--- src/rtl/adder_pipe_if.sv ---
// Operand/result handshake bundle for adder_pipe.
// The slave modport is the adder's view; the master modport drives operands and consumes results.
interface adder_pipe_if #(
  parameter int WIDTH  = 8,
  parameter int STAGES = 3
);
  localparam int CW = $clog2(STAGES + 1);

  logic             in_valid_i;
  logic             in_ready_o;
  logic [1:0]       f_i;
  logic [WIDTH-1:0] a_i;
  logic [WIDTH-1:0] b_i;
  logic             out_valid_o;
  logic             out_ready_i;
  logic [WIDTH-1:0] y_o;
  logic             carry_o;
  logic             ovf_o;
  logic             zero_o;
  logic             err_o;
  logic [CW-1:0]    count_o;

  modport slave (
    input  in_valid_i, f_i, a_i, b_i, out_ready_i,
    output in_ready_o, out_valid_o, y_o, carry_o, ovf_o, zero_o, err_o, count_o
  );

  modport master (
    output in_valid_i, f_i, a_i, b_i, out_ready_i,
    input  in_ready_o, out_valid_o, y_o, carry_o, ovf_o, zero_o, err_o, count_o
  );
endinterface

--- src/rtl/adder_pipe.sv ---
// Pipelined multi-mode adder (unsigned / ones'-complement / two's-complement) with
// optional saturation and a bubble-collapsing valid/ready pipeline of STAGES registers.
module adder_pipe #(
  parameter int WIDTH  = 8,
  parameter int STAGES = 3,
  parameter bit SAT    = 1'b0
) (
  input logic         clk,
  input logic         rst,
  adder_pipe_if.slave bus
);
  localparam int CW = $clog2(STAGES + 1);
  localparam logic [WIDTH-1:0] ALL_ONES = '1;
  localparam logic [WIDTH-1:0] MAX_POS  = {1'b0, {(WIDTH-1){1'b1}}};
  localparam logic [WIDTH-1:0] MIN_NEG  = {1'b1, {(WIDTH-1){1'b0}}};

  logic [WIDTH:0]   sumRaw;
  logic [WIDTH-1:0] yWrap;
  logic [WIDTH-1:0] yCalc;
  logic             carryCalc;
  logic             ovfCalc;
  logic             zeroCalc;
  logic             errCalc;
  logic             aMsb;
  logic             bMsb;

  logic [STAGES-1:0]            valid_q;
  logic [STAGES-1:0][WIDTH-1:0] y_q;
  logic [STAGES-1:0]            carry_q;
  logic [STAGES-1:0]            ovf_q;
  logic [STAGES-1:0]            zero_q;
  logic [STAGES-1:0]            err_q;
  logic [STAGES-1:0]            adv;
  logic                         accept;
  logic [CW-1:0]                countSum;

  always_comb begin
    sumRaw    = {1'b0, bus.a_i} + {1'b0, bus.b_i};
    aMsb      = bus.a_i[WIDTH-1];
    bMsb      = bus.b_i[WIDTH-1];
    yWrap     = sumRaw[WIDTH-1:0];
    carryCalc = sumRaw[WIDTH];
    ovfCalc   = 1'b0;
    errCalc   = 1'b0;
    case (bus.f_i)
      2'b00: ovfCalc = sumRaw[WIDTH];
      2'b01: begin
        // End-around carry folds the carry-out back into the LSB.
        yWrap   = sumRaw[WIDTH-1:0] + WIDTH'(sumRaw[WIDTH]);
        ovfCalc = (aMsb == bMsb) && (yWrap[WIDTH-1] != aMsb);
      end
      2'b10: ovfCalc = (aMsb == bMsb) && (yWrap[WIDTH-1] != aMsb);
      default: begin
        yWrap     = '0;
        carryCalc = 1'b0;
        errCalc   = 1'b1;
      end
    endcase
    yCalc = yWrap;
    if (SAT && ovfCalc) begin
      if (bus.f_i == 2'b00) yCalc = ALL_ONES;
      else                  yCalc = aMsb ? MIN_NEG : MAX_POS;
    end
    zeroCalc = (yCalc == '0) || ((bus.f_i == 2'b01) && (yCalc == ALL_ONES));
  end

  // A stage may move when it is empty or everything downstream of it moves.
  always_comb begin
    logic down;
    adv  = '0;
    down = bus.out_ready_i;
    for (int k = STAGES - 1; k >= 0; k--) begin
      down   = !valid_q[k] || down;
      adv[k] = down;
    end
  end

  assign accept         = bus.in_valid_i && adv[0];
  assign bus.in_ready_o = adv[0];

  always_ff @(posedge clk or posedge rst) begin
    if (rst) begin
      valid_q <= '0;
      y_q     <= '0;
      carry_q <= '0;
      ovf_q   <= '0;
      zero_q  <= '0;
      err_q   <= '0;
    end else begin
      if (adv[0]) begin
        valid_q[0] <= accept;
        if (accept) begin
          y_q[0]     <= yCalc;
          carry_q[0] <= carryCalc;
          ovf_q[0]   <= ovfCalc;
          zero_q[0]  <= zeroCalc;
          err_q[0]   <= errCalc;
        end
      end
      for (int k = 1; k < STAGES; k++) begin
        if (adv[k]) begin
          valid_q[k] <= valid_q[k-1];
          if (valid_q[k-1]) begin
            y_q[k]     <= y_q[k-1];
            carry_q[k] <= carry_q[k-1];
            ovf_q[k]   <= ovf_q[k-1];
            zero_q[k]  <= zero_q[k-1];
            err_q[k]   <= err_q[k-1];
          end
        end
      end
    end
  end

  always_ff @(posedge clk) begin
    if (!rst && accept && bus.f_i == 2'b11)
      $warning("adder_pipe: reserved mode 11 requested, result forced to zero");
  end

  always_comb begin
    countSum = '0;
    for (int k = 0; k < STAGES; k++) countSum = countSum + CW'(valid_q[k]);
  end

  // Result and flags are masked so an empty output slot always reads as zero.
  assign bus.out_valid_o = valid_q[STAGES-1];
  assign bus.y_o         = valid_q[STAGES-1] ? y_q[STAGES-1] : '0;
  assign bus.carry_o     = valid_q[STAGES-1] && carry_q[STAGES-1];
  assign bus.ovf_o       = valid_q[STAGES-1] && ovf_q[STAGES-1];
  assign bus.zero_o      = valid_q[STAGES-1] && zero_q[STAGES-1];
  assign bus.err_o       = valid_q[STAGES-1] && err_q[STAGES-1];
  assign bus.count_o     = countSum;
endmodule

--- src/flat_wrapper.sv ---
// flat-port wrapper written by rule: the top's interface ports become plain ports
module adder_pipe_flat 
#(
  parameter int WIDTH  = 8,
  parameter int STAGES = 3,
  parameter bit SAT    = 1'b0
)
  (clk, rst, bus_in_valid_i, bus_f_i, bus_a_i, bus_b_i, bus_out_ready_i, bus_in_ready_o, bus_out_valid_o, bus_y_o, bus_carry_o, bus_ovf_o, bus_zero_o, bus_err_o, bus_count_o);
  adder_pipe_if #(.WIDTH(WIDTH), .STAGES(STAGES)) bus_i ();
  input logic clk;
  input logic rst;
  input wire logic [$bits(bus_i.in_valid_i)-1:0] bus_in_valid_i;
  input wire logic [$bits(bus_i.f_i)-1:0] bus_f_i;
  input wire logic [$bits(bus_i.a_i)-1:0] bus_a_i;
  input wire logic [$bits(bus_i.b_i)-1:0] bus_b_i;
  input wire logic [$bits(bus_i.out_ready_i)-1:0] bus_out_ready_i;
  output wire logic [$bits(bus_i.in_ready_o)-1:0] bus_in_ready_o;
  output wire logic [$bits(bus_i.out_valid_o)-1:0] bus_out_valid_o;
  output wire logic [$bits(bus_i.y_o)-1:0] bus_y_o;
  output wire logic [$bits(bus_i.carry_o)-1:0] bus_carry_o;
  output wire logic [$bits(bus_i.ovf_o)-1:0] bus_ovf_o;
  output wire logic [$bits(bus_i.zero_o)-1:0] bus_zero_o;
  output wire logic [$bits(bus_i.err_o)-1:0] bus_err_o;
  output wire logic [$bits(bus_i.count_o)-1:0] bus_count_o;
  assign bus_i.in_valid_i = bus_in_valid_i;
  assign bus_i.f_i = bus_f_i;
  assign bus_i.a_i = bus_a_i;
  assign bus_i.b_i = bus_b_i;
  assign bus_i.out_ready_i = bus_out_ready_i;
  assign bus_in_ready_o = bus_i.in_ready_o;
  assign bus_out_valid_o = bus_i.out_valid_o;
  assign bus_y_o = bus_i.y_o;
  assign bus_carry_o = bus_i.carry_o;
  assign bus_ovf_o = bus_i.ovf_o;
  assign bus_zero_o = bus_i.zero_o;
  assign bus_err_o = bus_i.err_o;
  assign bus_count_o = bus_i.count_o;
  adder_pipe #(.WIDTH(WIDTH), .STAGES(STAGES), .SAT(SAT)) u_core (.clk(clk), .rst(rst), .bus(bus_i));
endmodule
--- config.mk ---
export PLATFORM = sky130hd
export DESIGN_NAME = adder_pipe_flat
export DESIGN_NICKNAME = d
export VERILOG_FILES = /design/src/rtl/adder_pipe_if.sv /design/src/rtl/adder_pipe.sv /design/src/flat_wrapper.sv
export SDC_FILE = /design/constraint.sdc
export NUM_CORES = 1
export LEC_CHECK = 0
export ABC_AREA = 1
export CAP_MARGIN = 20
export CORE_UTILIZATION = 35
export CTS_BUF_LIST = sky130_fd_sc_hd__clkbuf_8
export CTS_CLUSTER_SIZE = 25
export DETAILED_ROUTE_END_ITERATION = 8
export PLACE_DENSITY = 0.54
export SYNTH_ARGS = -nofsm -noshare
export SYNTH_HDL_FRONTEND = slang
export SYNTH_SLANG_ARGS = --single-unit
--- constraint.sdc ---
create_clock -name clk -period 1.7 [get_ports clk]
set_clock_uncertainty 0.2 [all_clocks]
set_input_delay 0.255 -clock clk [delete_from_list [all_inputs] [get_ports clk]]
set_output_delay 0.255 -clock clk [all_outputs]
set_load 0.01 [all_outputs]
# Word level (Yosys, flattened, before mapping)
# Index checks and enable logic that the tools add are counted.
[totals] out_inout_bits=16 input_bits=22 reg_bits=39 word_cells=55
[classes] n_eq_ne=6 mux=5 add_sub_neg=4 n_reduce_logical=22
[ops] op="$pmux 8 s2" n=1
[ops] op="$add 8x8->9" n=1
[ops] op="$add 8x1->8" n=1
[ops] op="$eq 8x8->1 const B" n=1
[ops] op="$logic_and 1x1->1" n=8
[ops] op="$logic_not 8->1" n=1
[ops] op="$mux 8" n=1
[ops] op="$reduce_and 2->1" n=3
[ops] op="$logic_or 1x1->1" n=4
[ops] op="$logic_not 1->1" n=3
[ops] op="$pmux 1 s3" n=1
[ops] op="$reduce_or 3->1" n=1
[ops] op="$add 1x1->2" n=1
[ops] op="$add 2x1->2" n=1
[ops] op="$eq 2x1->1 const B" n=1
[ops] op="$eq 2x2->1 const B" n=1
[ops] op="$logic_not 2->1" n=1
[ops] op="$mux 1" n=2
[ops] op="$ne 1x1->1" n=2
[ops] op="$reduce_or 2->1" n=1
[ops] op="$eq 1x1->1" n=1

# Depth between registers and ports, before layout
# Gate-level depths: netlist of the first run.
[depth] depth_word=6 mapped_depth=24

# Least setup slack after synthesis of the first run
# Ideal clock, no wire load.
[synth_path] kind="input -> register" from="in bus_b_i[0]" to="reg u_core.zero_q[0]" required_time_ns=1.384 cell_stages=23 path_slack_ns=-1.191 arrival_time_ns=2.575 path_cell_list="ha_1 inv_1 fa_1 inv_1 nand3_1 nand3_1 a21oi_1 o21bai_1 ha_1 ha_1 nand3_1 inv_1 nand3_1 nand2_1 nand2_1 a21oi_1 nor2_1 nand2_1 nor2_1 nand2_1 nand2_1 nand2_1 nand2_1"
[synth_between] elab_chain_cells=6 word_cells_on_any_way=7 cone_classes="2 x add/sub; 1 x eq/ne; 1 x mux; 3 x reduce/logical"
[synth_lines] element="start, declared" line="flat_wrapper.sv:15" source="input wire logic [$bits(bus_i.b_i)-1:0] bus_b_i;"
[synth_lines] element="$add 8x8->9 (*)" line="adder_pipe.sv:38" source="sumRaw = {1'b0, bus.a_i} + {1'b0, bus.b_i};"
[synth_lines] element="$add 8x1->8" line="adder_pipe.sv:49" source="yWrap = sumRaw[WIDTH-1:0] + WIDTH'(sumRaw[WIDTH]);"
[synth_lines] element="$pmux 8 s2 (*)" line="adder_pipe.sv:45" source="case (bus.f_i)"
[synth_lines] element="$eq 8x8->1" line="adder_pipe.sv:64" source="zeroCalc = (yCalc == '0) || ((bus.f_i == 2'b01) && (yCalc == ALL_ONES));"
[synth_lines] element="$logic_and 1x1->1" line="adder_pipe.sv:64"
[synth_lines] element="$logic_or 1x1->1 (*)" line="adder_pipe.sv:64"
[synth_lines] element="end signal, assigned" line="adder_pipe.sv:96" source="zero_q[0] <= zeroCalc;"
[synth_lines] element="end signal, assigned by index" line="adder_pipe.sv:107" source="zero_q[k] <= zero_q[k-1];"
[synth_lines] element="end, declared" line="adder_pipe.sv:31" source="logic [STAGES-1:0] zero_q;"
# Mark *: on every way between the ends. The rest lies on a longest branch, timed or not.
# A chain may end at the register's enable or synchronous reset.

# Final worst setup path of the first run
# Same ends and word-level chain as after synthesis.

==> results.ini, run 1 <==
[grt]
grt_pass1_wl_um=9990
grt_max_degree=40
grt_overflow_total=0
grt_pass1_vias=2224
antenna_found_initial=0
grtUsageTotal_pct=17.3

[critical_path]
crit_path_end_kind=flip-flop
cp_max_fo=3
cp_data_required_time_ps=1730
cpPeakStageDelay_ps=380
cp_top_family=adder cells
crit_type=in2reg
critPathLaunch=bus_b_i[0]
crit_top_cell=nand2_1
crit_slowest_cell=fa_2
crit_arrival_ps=2680
startpoint_type=primary input
rr_startpoint=u_core.valid_q[2]
critPathBufInv=3
path_cells=buf_8 -> ha_4 -> inv_2 -> fa_2 -> inv_2 -> nand3_2 -> nand3_2 -> a21oi_2 -> o21bai_1 -> ha_2 -> ha_4 -> nand2_2 -> o21ai_2 -> nand2_2 -> nand2_1 -> a21oi_2 -> nand2_1 -> nor2_1 -> nand2_1 -> nor2_1 -> nand2_1 -> nand2_1 -> nand2_1 -> nand2_1

[floorplanning]
dieWidth_um=85.5
initial_core_util_pct=36.1
core_mm2=0.00676
row_count=30
dieHeight_um=85.5
fp.dieArea_mm2=0.00732
io_pins=38

[finish]
final-seq-area_um2=976
syn_to_final_growth_pct=54.9
instances_no_fill=516
multi_input_area_mm2=0.00150
final_nets=473
insertedDiodeCount=0
fillers=656
drive_above_1_share_pct=40.6

[timing]
finalCriticalPeriod_ps=2660
maxSlewViolCount=0
setup_slack_ps=-958
setup_viol=23
fin_crit_sh_pct=156
slew_headroom_pct=85.8
tightest_slew_ps=212
timing.fmax_ghz=0.376
finalHoldViolCount=0
rsz0062_at_grt=true

[cts]
cts-root-buf=clkbuf_8
cts_buffer_depth=2
cts_tree=yes
path_clk_slew_ps=70
clock-sinks=39
clock_latency_ps=280
htree_num_levels=2
cts_buffers=5
cts_hold_buf=0

[logic_synthesis]
synth_ff_type=dfrtp_1
yosysSeqAreaShare_pct=40.0
synth_edf_count=0
syn-num-nets=369
synthDominantCellAreaShare_pct=40.0
synth_area_mm2=0.00244
async_flop_share_pct=100
synth_cells=331
ys_ff_latch=39
synth.largest_area_cell=dfrtp_1
yosys_warnings=0
synth_area_leaders=dfrtp_1 (40%), nand2_1 (17%), inv_1 (8.3%), ha_1 (7.2%), nand3_1 (4.9%)
synth_cell_types=24
synth.avg_cell_area_um2=7.38

[power]
internal_power_mw=2.51
power_mw=3.88
leakagePower_nw=2.03
combPwrFrac_pct=48.8
switching_share_pct=35.4
p_seq_share_pct=36.5
clock_power_share_pct=14.6
p_switching_mw=1.37
p_per_area_mw_per_mm2=1030
ir_worst_vdd_v=0.000345

[drt]
drcViolationCount=0
routed-via-count=2309
via_per_inst=4.47
drtIter0Drc=60
totalWireLength_um=5810
detail-route-antenna-nets=0
dr.pass1.iters=4
wl_per_cell_um=11.3

[placed_design]
dp_cells=495
place_congestion=0.805
hpwl_um=4260
io_buffers=37

[outcome]
violations=negative setup slack
status=complete, but fails checks

[min_path]
hold_class=in2async

[run]
drv_cap=0

==> per-layer routing <==
metal	GRT usage [%]	part of all wire, %	up-vias
met5	0	0	-
met4	6.36	1.7	0
met3	2.12	2.6	8
met2	33.8	54	40
met1	18.9	41	1014
li1	-	-	1247
==> cells in the final DEF (no fill, tap or decap), types with 3 or more instances in the layout <==
master | synthesis | routed
a21oi_1 | 14 | 10
a21oi_2 | 0 | 3
buf_12 | 0 | 5
buf_2 | 0 | 10
buf_4 | 0 | 52
buf_6 | 2 | 16
clkbuf_2 | 0 | 5
clkbuf_8 | 0 | 5
clkdlybuf4s15_1 | 0 | 4
clkdlybuf4s50_1 | 0 | 9
dfrtp_1 | 39 | 39
ha_1 | 14 | 6
ha_4 | 0 | 7
inv_1 | 54 | 43
inv_2 | 0 | 12
mux2_2 | 7 | 7
nand2_1 | 109 | 84
nand2_2 | 5 | 24
nand2_4 | 0 | 6
nand3_1 | 24 | 19
nand3_2 | 3 | 7
nand4_1 | 4 | 4
nor2_1 | 20 | 17
nor2_2 | 2 | 3
o21ai_0 | 19 | 10
o21ai_1 | 1 | 6
o21ai_2 | 0 | 4
==> power groups by stage <==
stage / logic (mW) / clock network (mW) / registers [mW]
floorplan: 0.868 / 0 / 1.36
global placement: 1.56 / 0 / 1.38
detailed placement: 1.58 / 0 / 1.39
CTS: 1.75 / 0.586 / 1.39
global route: 2.11 / 0.629 / 1.46
finish: 1.89 / 0.568 / 1.42
==> worst min-delay path, stage by stage <==
cell	delay [ps]
clkdlybuf4s50_1	410
inv_1	90
buf_12	230
==> worst paths after layout <==
path                                      to  slack (ps)  depth (start not counted)
max in group asynchronous      u_core.y_q[1]         970                          3
setup reg to reg               u_core.y_q[0]         -10                         11
setup / recovery            u_core.zero_q[0]        -960                         24
min in group clk               u_core.y_q[4]         290                          2
hold reg to reg                u_core.y_q[4]         290                          2
hold / removal             u_core.valid_q[0]         130                          3
==> synth_stat cells, types with 2 or more instances <==
master    instances
nand2_2           5
nor2_1           20
o21ai_0          19
ha_1             14
dfrtp_1          39
a21oi_1          14
nor2_2            2
clkbuf_1          4
fa_1              2
nand3_2           3
buf_6             2
nand2_1         109
mux2_2            7
nand3_1          24
nand4_1           4
nand3b_1          2
inv_1            54
==> final cells by class <==
cell class / instances / area share [%]
clock buffers: 5 / 1.82
flip-flops and latches: 39 / 25.8
well taps: 80 / 2.65
inverters: 54 / 5.46
multi-input cells: 232 / 39.7
clock inverters: 3 / 0.331
repair buffers: 103 / 24.3
==> kinds of logic (layout without fill, tap and decap cells) <==
logic type | Yosys count | after routing | synth area share (%)
mux | 7 | 7 | 3.23
simple gates | 171 | 171 | 29.9
fa+ha+maj | 16 | 16 | 8.81
compound gates | 38 | 38 | 8.25
flops | 39 | 39 | 40.0
buf+inv | 60 | 165 | 9.84
==> state kept, by name, summed over array words and instances (netlist names) <==
register	cells
u_core.carry_q	3
u_core.err_q	3
u_core.ovf_q	3
u_core.valid_q	3
u_core.y_q	24
u_core.zero_q	3
==> timing repair <==
item                                    in CTS  in global routing
endpoints found under the setup margin      27                 42
pin swaps                                   41                 20
setup buffers                               23                  5
gates cloned                                 1                  1
gates resized for setup                    145                 57
==> metrics by stage <==
| step | TNS [ps] | cell area (um^2) | hold WS [ps] | worst slack [ps] | utilization (%) |
|---|---|---|---|---|---|
| 3_5_place_dp | -17940 | 3360 | 273 | -1720 | 49.8 |
| 4_1_cts | -8990 | 3720 | 148 | -959 | 55.1 |
| 6_report | -7350 | 3780 | 132 | -958 | 56.0 |
| 2_1_floorplan | -7580 | 2500 | 234 | -1010 | - |
| 3_3_place_gp | -17010 | 3360 | 265 | -1690 | 49.8 |
| 5_1_grt | -9990 | 3780 | 160 | -1160 | 56.0 |
No activity file was read; power rests on OpenSTA's default activity.
==> run 2, diff against run 1 <==
==> constraint.sdc (replaced) <==
create_clock -name clk -period 2.5 [get_ports clk]
set_clock_uncertainty 0.2 [all_clocks]
set_input_delay 0.375 -clock clk [delete_from_list [all_inputs] [get_ports clk]]
set_output_delay 0.375 -clock clk [all_outputs]
set_load 0.01 [all_outputs]
==> results.ini, run 2 (synthesis gave the netlist of run 1 again) <==
[outcome]
status=complete, but fails checks
violations=negative setup slack

[cts]
htree_num_levels=2  ; unchanged
clock-sinks=39  ; unchanged
cts-root-buf=clkbuf_8
cts_hold_buf=0  ; unchanged
clock_latency_ps=280  ; about the same
path_clk_slew_ps=70  ; about the same
cts_buffer_depth=2  ; unchanged
cts_tree=yes
cts_buffers=5  ; unchanged

[timing]
fin_setup_tns_ps=-865  ; +6480 ps
setup_slack_ps=-240  ; +717 ps
timing.fmax_ghz=0.365
finalHoldViolCount=0  ; unchanged
holdWs_ps=280  ; +148 ps
tightest_slew_ps=482  ; +270 ps
fin_crit_sh_pct=110
slew_headroom_pct=67.9  ; -18 points
rsz0062_at_grt=true
finalCriticalPeriod_ps=2740
setup_viol=7  ; -70%
maxSlewViolCount=0  ; unchanged

[grt]
grt_pass1_wl_um=9340  ; -6.6%
top_usage_layer=met2
met1_usage_pct=17.4  ; -1.4 points
grt_max_degree=40  ; unchanged
antenna_found_initial=0  ; unchanged
use_met3_pct=2.31  ; +0.19 points
grtUsageTotal_pct=15.9  ; -1.3 points
grt_pass1_vias=2177  ; -2.1%
met2_usage_pct=31.0  ; -2.8 points
grt_overflow_total=0  ; unchanged

[floorplanning]
core_mm2=0.00676  ; unchanged
initial_core_util_pct=36.1  ; unchanged
io_pins=38  ; unchanged
dieHeight_um=85.5  ; unchanged
row_count=30  ; unchanged
dieWidth_um=85.5  ; unchanged
fp.dieArea_mm2=0.00732  ; unchanged

[drt]
via_per_inst=4.52  ; +1.0%
drtIter0Drc=50  ; -17%
totalWireLength_um=5370  ; -7.6%
routed-via-count=2301  ; -0.35%
wl_per_cell_um=10.5  ; -6.4%
drcViolationCount=0  ; unchanged
detail-route-antenna-nets=0  ; unchanged
dr.pass1.iters=4  ; unchanged

[critical_path]
crit_path_end_kind=flip-flop
crit_type=in2reg
cp_max_fo=2  ; -1
cp_data_required_time_ps=2480  ; +750 ps
startpoint_type=primary input
crit_arrival_ps=2720  ; +40 ps

[finish]
regMostFlops=u_core.y_q
syn_to_final_growth_pct=46.3
drive_above_1_share_pct=29.6  ; -11 points
finish.utilization_pct=52.9  ; -3.1 points
fillers=703  ; +7.2%
final_common_cell=nand2_1
insertedDiodeCount=0  ; unchanged
largest_reg_flops=24  ; unchanged
final_cell_mix=nand2_1 (102), buf_4 (56), inv_1 (48)
final_nets=466  ; -1.5%

[placed_design]
place_congestion=0.849  ; +5.5%
io_buffers=37  ; unchanged
hpwl_um=4200  ; -1.3%

[power]
leakagePower_nw=1.92  ; -5.3%
combPwrFrac_pct=43.9  ; -4.9 points
p_seq_share_pct=38.0  ; +1.5 points
p_switching_uw=815  ; -41%
p_per_area_mw_per_mm2=690  ; -33%
ir_worst_vdd_v=0.000262  ; -24%
internal_power_mw=1.65  ; -34%
switching_share_pct=33.1  ; -2.3 points
clock_power_share_pct=18.1  ; +3.5 points

[run]
drv_cap=0  ; unchanged

[min_path]
hold_class=reg2reg

run 2: power by group through the flow:
stage          sequential [mW]  combinational, mW  clock (mW)
2_1_floorplan            0.925              0.590           0
3_3_place_gp             0.937               1.02           0
3_5_place_dp             0.948               1.03           0
4_1_cts                  0.937               1.07       0.464
5_1_grt                  0.962               1.23       0.491
6_report                 0.936               1.08       0.446
run 2: layer usage:
metal	part of all wire, %	routed length [um]
met1	42	2280
met2	53	2860
met3	2.2	120
met4	2.0	107
met5	0	0
run 2: worst max-delay path, cell delays in order:
cell      delay [ps]
buf_6             70
ha_4             130
inv_2             30
fa_2             330
inv_2             70
nand3_2           80
nand3_2           80
a21oi_2           50
o21bai_1         190
ha_2             240
ha_4             140
nand3_2          100
inv_2             90
nand3_1          130
o21ai_2          160
nand2_1           70
nor2_1           120
nor2_1            50
nand2_1           60
nand2_1           50
nand2_1           50
nand2_1           40
run 2: final cells by class:
type | instances | area (um^2) | area share, %
well taps | 80 | 100 | 2.80
clock inverters | 1 | 3.75 | 0.105
flip-flops and latches | 39 | 976 | 27.3
repair buffers | 96 | 797 | 22.3
inverters | 54 | 203 | 5.67
multi-input cells | 232 | 1400 | 39.1
clock buffers | 7 | 96.3 | 2.70
run 2: repair_timing:
item | CTS | global route
hold endpoints to repair | 0 | 0
pin swaps | 32 | 25
resized for setup | 50 | 17
endpoints found under the setup margin | 10 | 9
buffers inserted | 9 | 4
cloned | 0 | 0
run 2: final timing paths:
kind / startpoint / end / slack (ps) / depth (start not counted)
max: bus_a_i[0] / u_core.zero_q[0] / -240 / 22
min: u_core.y_q[4] / u_core.y_q[4] / 280 / 2
max reg2reg: u_core.valid_q[2] / u_core.y_q[6] / 690 / 9
min reg2reg: u_core.y_q[4] / u_core.y_q[4] / 280 / 2
max in group asynchronous: rst / u_core.y_q[3] / 1460 / 3
min in group asynchronous: rst / u_core.valid_q[2] / 300 / 3
run 2: metrics by stage:
step           setup slack (ps)  power, mW  area [um^2]  instances
6_report                   -240       2.46         3570        509
5_1_grt                    -440       2.68         3570        509
4_1_cts                    -316       2.47         3520        505
3_5_place_dp              -1060       1.97         3280        489
3_3_place_gp               -998       1.95         3280        489
2_1_floorplan              -328       1.52         2500        331
==> run 3, diff against run 2 <==
--- a/config.mk
+++ b/config.mk
@@ -6,12 +6,11 @@
 export NUM_CORES = 1
 export LEC_CHECK = 0
 export ABC_AREA = 1
-export CAP_MARGIN = 20
-export CORE_UTILIZATION = 35
+export CORE_UTILIZATION = 55
 export CTS_BUF_LIST = sky130_fd_sc_hd__clkbuf_8
 export CTS_CLUSTER_SIZE = 25
 export DETAILED_ROUTE_END_ITERATION = 8
-export PLACE_DENSITY = 0.54
+export PLACE_DENSITY = 0.79
 export SYNTH_ARGS = -nofsm -noshare
 export SYNTH_HDL_FRONTEND = slang
 export SYNTH_SLANG_ARGS = --single-unit
==> results.ini, run 3 (synthesis gave the netlist of run 1 again) <==
[floorplanning]
core_mm2=0.00414  ; -39%
dieHeight_um=68.6  ; -20%
dieWidth_um=68.6  ; -20%
fp.dieArea_mm2=0.00471  ; -36%
row_count=23  ; -23%
initial_core_util_pct=58.9  ; +23 points
io_pins=38  ; unchanged

[drt]
wl_per_cell_um=13.7  ; +30%
drtIter0Drc=176  ; +250%
totalWireLength_um=6570  ; +22%
dr.pass1.iters=4  ; unchanged
drcViolationCount=0  ; unchanged
routed-via-count=2554  ; +11%
via_per_inst=5.31  ; +17%
detail-route-antenna-nets=0  ; unchanged

[critical_path]
regToRegEndpoint=u_core.ovf_q[0]
critPathCapture=u_core.ovf_q[0]
cp_data_required_time_ps=2470  ; about the same
startpoint_type=primary input
crit_arrival_ps=2920  ; +200 ps
rr_startpoint=u_core.valid_q[2]
critPathLaunch=bus_a_i[0]
rrSetupSlack_ps=620  ; -70 ps
crit_type=in2reg
cp_max_fo=3  ; +1
reg2reg_depth=9  ; unchanged
crit_path_end_kind=flip-flop

[outcome]
violations=negative setup slack
status=complete, but fails checks

[min_path]
hold_class=reg2reg

[timing]
finalHoldViolCount=0  ; unchanged
tightest_slew_ps=467  ; -15.3 ps
setup_viol=9  ; +2
fin_setup_tns_ps=-2330  ; -1470 ps
finalCriticalPeriod_ps=2950  ; +209 ps
rsz0062_at_grt=true
slew_headroom_pct=68.8  ; +0.95 points
fin_crit_sh_pct=118  ; +8.4 points
holdWs_ps=280  ; +0.0890 ps
maxSlewViolCount=0  ; unchanged
setup_slack_ps=-449  ; -209 ps
timing.fmax_ghz=0.339  ; -7.1%

[finish]
final_common_cell=nand2_1
regMostFlops=u_core.y_q
final_nets=468  ; +0.43%
design_area_mm2=0.00358  ; +0.24%
syn_to_final_growth_pct=46.6
largest_reg_flops=24  ; unchanged
final_cell_mix=nand2_1 (96), buf_4 (58), inv_1 (49)
insertedDiodeCount=0  ; unchanged
drive_above_1_share_pct=31.1  ; +1.5 points

[placed_design]
hpwl_um=4420  ; +5.2%
place_congestion=0.969  ; +14%
place_area_mm2=0.00321  ; -2.1%
io_buffers=37  ; unchanged

[cts]
htree_num_levels=2  ; unchanged
path_clk_slew_ps=70  ; about the same
clock-sinks=39  ; unchanged
cts_buffers=5  ; unchanged
cts_buffer_depth=2  ; unchanged
cts_tree=yes
cts-root-buf=clkbuf_8
clock_latency_ps=290  ; about the same

[grt]
grt_pass1_wl_um=9660  ; +3.5%
grt_overflow_total=0  ; unchanged
antenna_found_initial=0  ; unchanged
grt_max_degree=40  ; unchanged
grt_pass1_vias=2329  ; +7.0%
grtUsageTotal_pct=27.8  ; +12 points

[power]
p_per_area_mw_per_mm2=691  ; +0.21%
leakagePower_nw=1.93  ; +0.42%
power_mw=2.48  ; +0.45%
ir_worst_vdd_v=0.000318  ; +22%

[run]
drv_cap=0  ; unchanged

-- run 3: changes by cell type in the layout (fill, tap and decap cells not counted), moves of 3 or more --
cell and change:
nand2_2 +4, nor2_1 -3, o21ai_1 +3, nand2_1 -6
clkbuf_2 -3
-- run 3: worst min-delay path by stage --
stage / startpoint / endpoint / depth (start not counted)
6_report: u_core.y_q[4] / u_core.y_q[4] / 2
3_3_place_gp: u_core.y_q[4] / u_core.y_q[4] / 2
3_5_place_dp: u_core.y_q[4] / u_core.y_q[4] / 2
2_1_floorplan: u_core.zero_q[0] / u_core.zero_q[0] / 2
4_1_cts: u_core.y_q[4] / u_core.y_q[4] / 2
5_1_grt: u_core.y_q[4] / u_core.y_q[4] / 2
-- run 3: repair_timing --
action / 4_1_cts / 5_1_grt
gates resized for setup: 47 / 32
hold buffers: 0 / 0
endpoints found under the setup margin: 10 / 9
setup buffers: 14 / 5
pin swaps: 43 / 36
-- run 3: per-layer routing --
layer  vias to the layer above  routed length, um  track usage [%]
li1                       1237                  -                -
met1                      1155               2560             30.2
met2                       119               3380             51.6
met3                        43                307             4.44
met4                         0                325             13.8
met5                         -                  0                0
-- run 3: final cells by class --
class,count,area [um^2]
Clock buffer,5,68.8
Fill cell,248,563
Multi-Input combinational cell,232,1430
Timing Repair Buffer,98,826
Inverter,54,203
Clock inverter,3,12.5
Tap cell,50,62.6
Sequential cell,39,976
-- run 3: where the power goes --
part	leakage, nW	total [mW]	switching (mW)	internal (mW)
logic	1.39	1.14	0.572	0.567
clock network	0.0505	0.391	0.204	0.187
registers	0.491	0.945	0.106	0.839
total	1.93	2.48	0.882	1.59
-- run 3: critical path, cell delays in order --
cell and delay [ps]:
buf_8 70, ha_4 130, inv_2 30, fa_2 340
inv_2 80, nand3_2 80, nand3_2 90, a21oi_2 60
o21bai_1 260, ha_2 290, nand2_2 80, nor2_4 130
nand3_2 120, nor2_4 140, nand3_2 90, nand2_2 100
buf_6 90, nand3b_1 70, nand2_1 80, nand2_1 60
nand3_1 90, nand3_1 70
-- run 3: metrics by stage --
step | worst slack, ps | cells | util, %
2_1_floorplan | -328 | 331 | -
3_3_place_gp | -929 | 455 | 77.6
3_5_place_dp | -1060 | 455 | 77.6
4_1_cts | -282 | 477 | 83.5
5_1_grt | -625 | 481 | 86.4
6_report | -449 | 481 | 86.4
==> RTL edit: new RTL, settings of run 1 <==
`SAT` is set to 1'b0 in 2 places; all go to 1'b1.
--- a/src/rtl/adder_pipe.sv
+++ b/src/rtl/adder_pipe.sv
@@ -4,5 +4,5 @@
   parameter int WIDTH  = 8,
   parameter int STAGES = 3,
-  parameter bit SAT    = 1'b0
+  parameter bit SAT    = 1'b1
 ) (
   input logic         clk,
--- a/src/flat_wrapper.sv
+++ b/src/flat_wrapper.sv
@@ -4,5 +4,5 @@
   parameter int WIDTH  = 8,
   parameter int STAGES = 3,
-  parameter bit SAT    = 1'b0
+  parameter bit SAT    = 1'b1
 )
   (clk, rst, bus_in_valid_i, bus_f_i, bus_a_i, bus_b_i, bus_out_ready_i, bus_in_ready_o, bus_out_valid_o, bus_y_o, bus_carry_o, bus_ovf_o, bus_zero_o, bus_err_o, bus_count_o);
Behaviour: not the same (a bounded check fails within 4 cycles, from zero or initial values and one cycle with rst high).
==> RTL edit against run 1 <==
The flow still finishes with violations (setup timing); non-clock buffer count up 2; synthesized area is 3.4% higher; sequential cell count is the same; via count increased by 4.4%; total power decreased by 2.4%; hold slack worse by 0.016 ns; sequential share of layout area is 0.49 points lower; design area is 1.9% higher; routed wire length shrank 2.7%; worst setup slack worse by 0.21 ns; combinational power shrank 4%; critical path type unchanged; largest cell class unchanged; largest power group unchanged.
==> RTL edit: results <==
[detailed_routing]
wl_per_cell_um = 10.58
vias = 2411
first_pass_iters = 4
first_iter_violations = 108
wl_met2_um = 2902
maxUsedRoutingLayer = met4
met3_wirelength_um = 194
wl_met1_um = 2487
wl_um = 5652

[yosys]
netlist_top_cells_count = nand2_1, inv_1, dfrtp_1, o21ai_0, nor2_1
seq_area_frac_synth_pct = 38.63
synth_cell_type_count = 29
async_flop_share_pct = 100.0
synth.area.top_cells = dfrtp_1, nand2_1, inv_1, ha_1, o21ai_0
avgSynthCellArea_um2 = 7.632

[timing]
layout_setup_ws_ns = -1.170
slew_headroom_pct = 79.25
setup_viol = 13
tns_ns = -10.91
whs_ns = 0.1157

[clock_network]
h-tree-depth = 2
post_cts_buffers = 14
worstSkewPairLatency_ns = 0.29
cts-root-buf = clkbuf_8
cts_resized = 146

[worst_setup_path]
crit_arrival_ns = 2.90
crit_path_max_fanout = 8
slowest_stage = ha_4
r2r_setup_slack_ns = 0.11
worstRegToRegCells = 6
r2r_end = u_core.y_q[21]
cp_top_family = simple AND/OR/NAND/NOR gates
critPathMaxStageDelay_ns = 0.26

[global_route]
grt_pass1_wl_um = 10160
grt_pass1_vias = 2311
grtUsageMet1_pct = 20.12
grt_util_met2_pct = 30.92
track_usage_pct = 16.89
antenna_found_initial = 0
grtUsageMet3_pct = 2.938

[cells_and_area]
drive_gt1_share_pct = 39.95
fill_cells = 641
regMostFlops = u_core.y_q
nets = 475

[placed_design]
dpl_cell_area_um2 = 3483
dp_cells = 510
gp_congestion = 0.7907
portBuffers = 37
place.detailed.hpwl_um = 4328
pre_cts_ws_ns = -2.005

[pwr]
leakage_nw = 2.029
vdd_ir_drop_max_uv = 385.5

[status]
status = complete, but fails checks
violations = setup timing

[hold_path]
hp-class = input port to asynchronous set/reset pin
[RTL edit: cell count changes after synthesis, moves of 3 or more]
cell     before  now
nand2_1     109   99
nand3_1      24   16
nand4_1       4   11
o21ai_0      19   25
mux2_2        7   11
a21oi_1      14   11
a31oi_1       0    3
[RTL edit: logic make-up (layout without fill, tap and decap cells)]
group / after synthesis / in the layout / share of synthesized area, %
AND/OR/NAND/NOR: 160 / 160 / 29.37
buffers and inverters: 62 / 169 / 9.509
AO/OA/AOI/OAI: 43 / 43 / 9.064
flip-flops: 39 / 39 / 38.63
adder cells (fa/ha/maj): 16 / 16 / 8.519
multiplexers: 11 / 11 / 4.903
[RTL edit: final cells by class]
| class | instances | area, um2 | area share [%] |
|---|---|---|---|
| clock inverters | 3 | 15.01 | 0.3894 |
| inverters | 56 | 215.2 | 5.581 |
| well taps | 96 | 120.1 | 3.115 |
| multi-input cells | 230 | 1567 | 40.62 |
| flip-flops and latches | 39 | 975.9 | 25.31 |
| repair buffers | 105 | 894.6 | 23.20 |
| clock buffers | 5 | 68.82 | 1.785 |
[RTL edit: worst max path at each step]
stage,from,to,slack (ns)
after floorplan,bus_b_i[2],u_core.zero_q[0],-1.30
after global placement,bus_b_i[0],u_core.zero_q[0],-1.90
after detailed placement,bus_b_i[0],u_core.zero_q[0],-2.01
after CTS,bus_b_i[3],u_core.zero_q[0],-1.19
after global routing,bus_b_i[4],u_core.zero_q[0],-1.40
final,bus_a_i[2],u_core.zero_q[0],-1.17
[RTL edit: power by group]
part / internal, mW / leakage, nW / total [mW] / switching [mW]
Sequential: 1.24 / 0.490 / 1.38 / 0.144
Combinational: 0.935 / 1.49 / 1.81 / 0.874
Clock: 0.280 / 0.0477 / 0.593 / 0.312
Total: 2.46 / 2.03 / 3.78 / 1.33
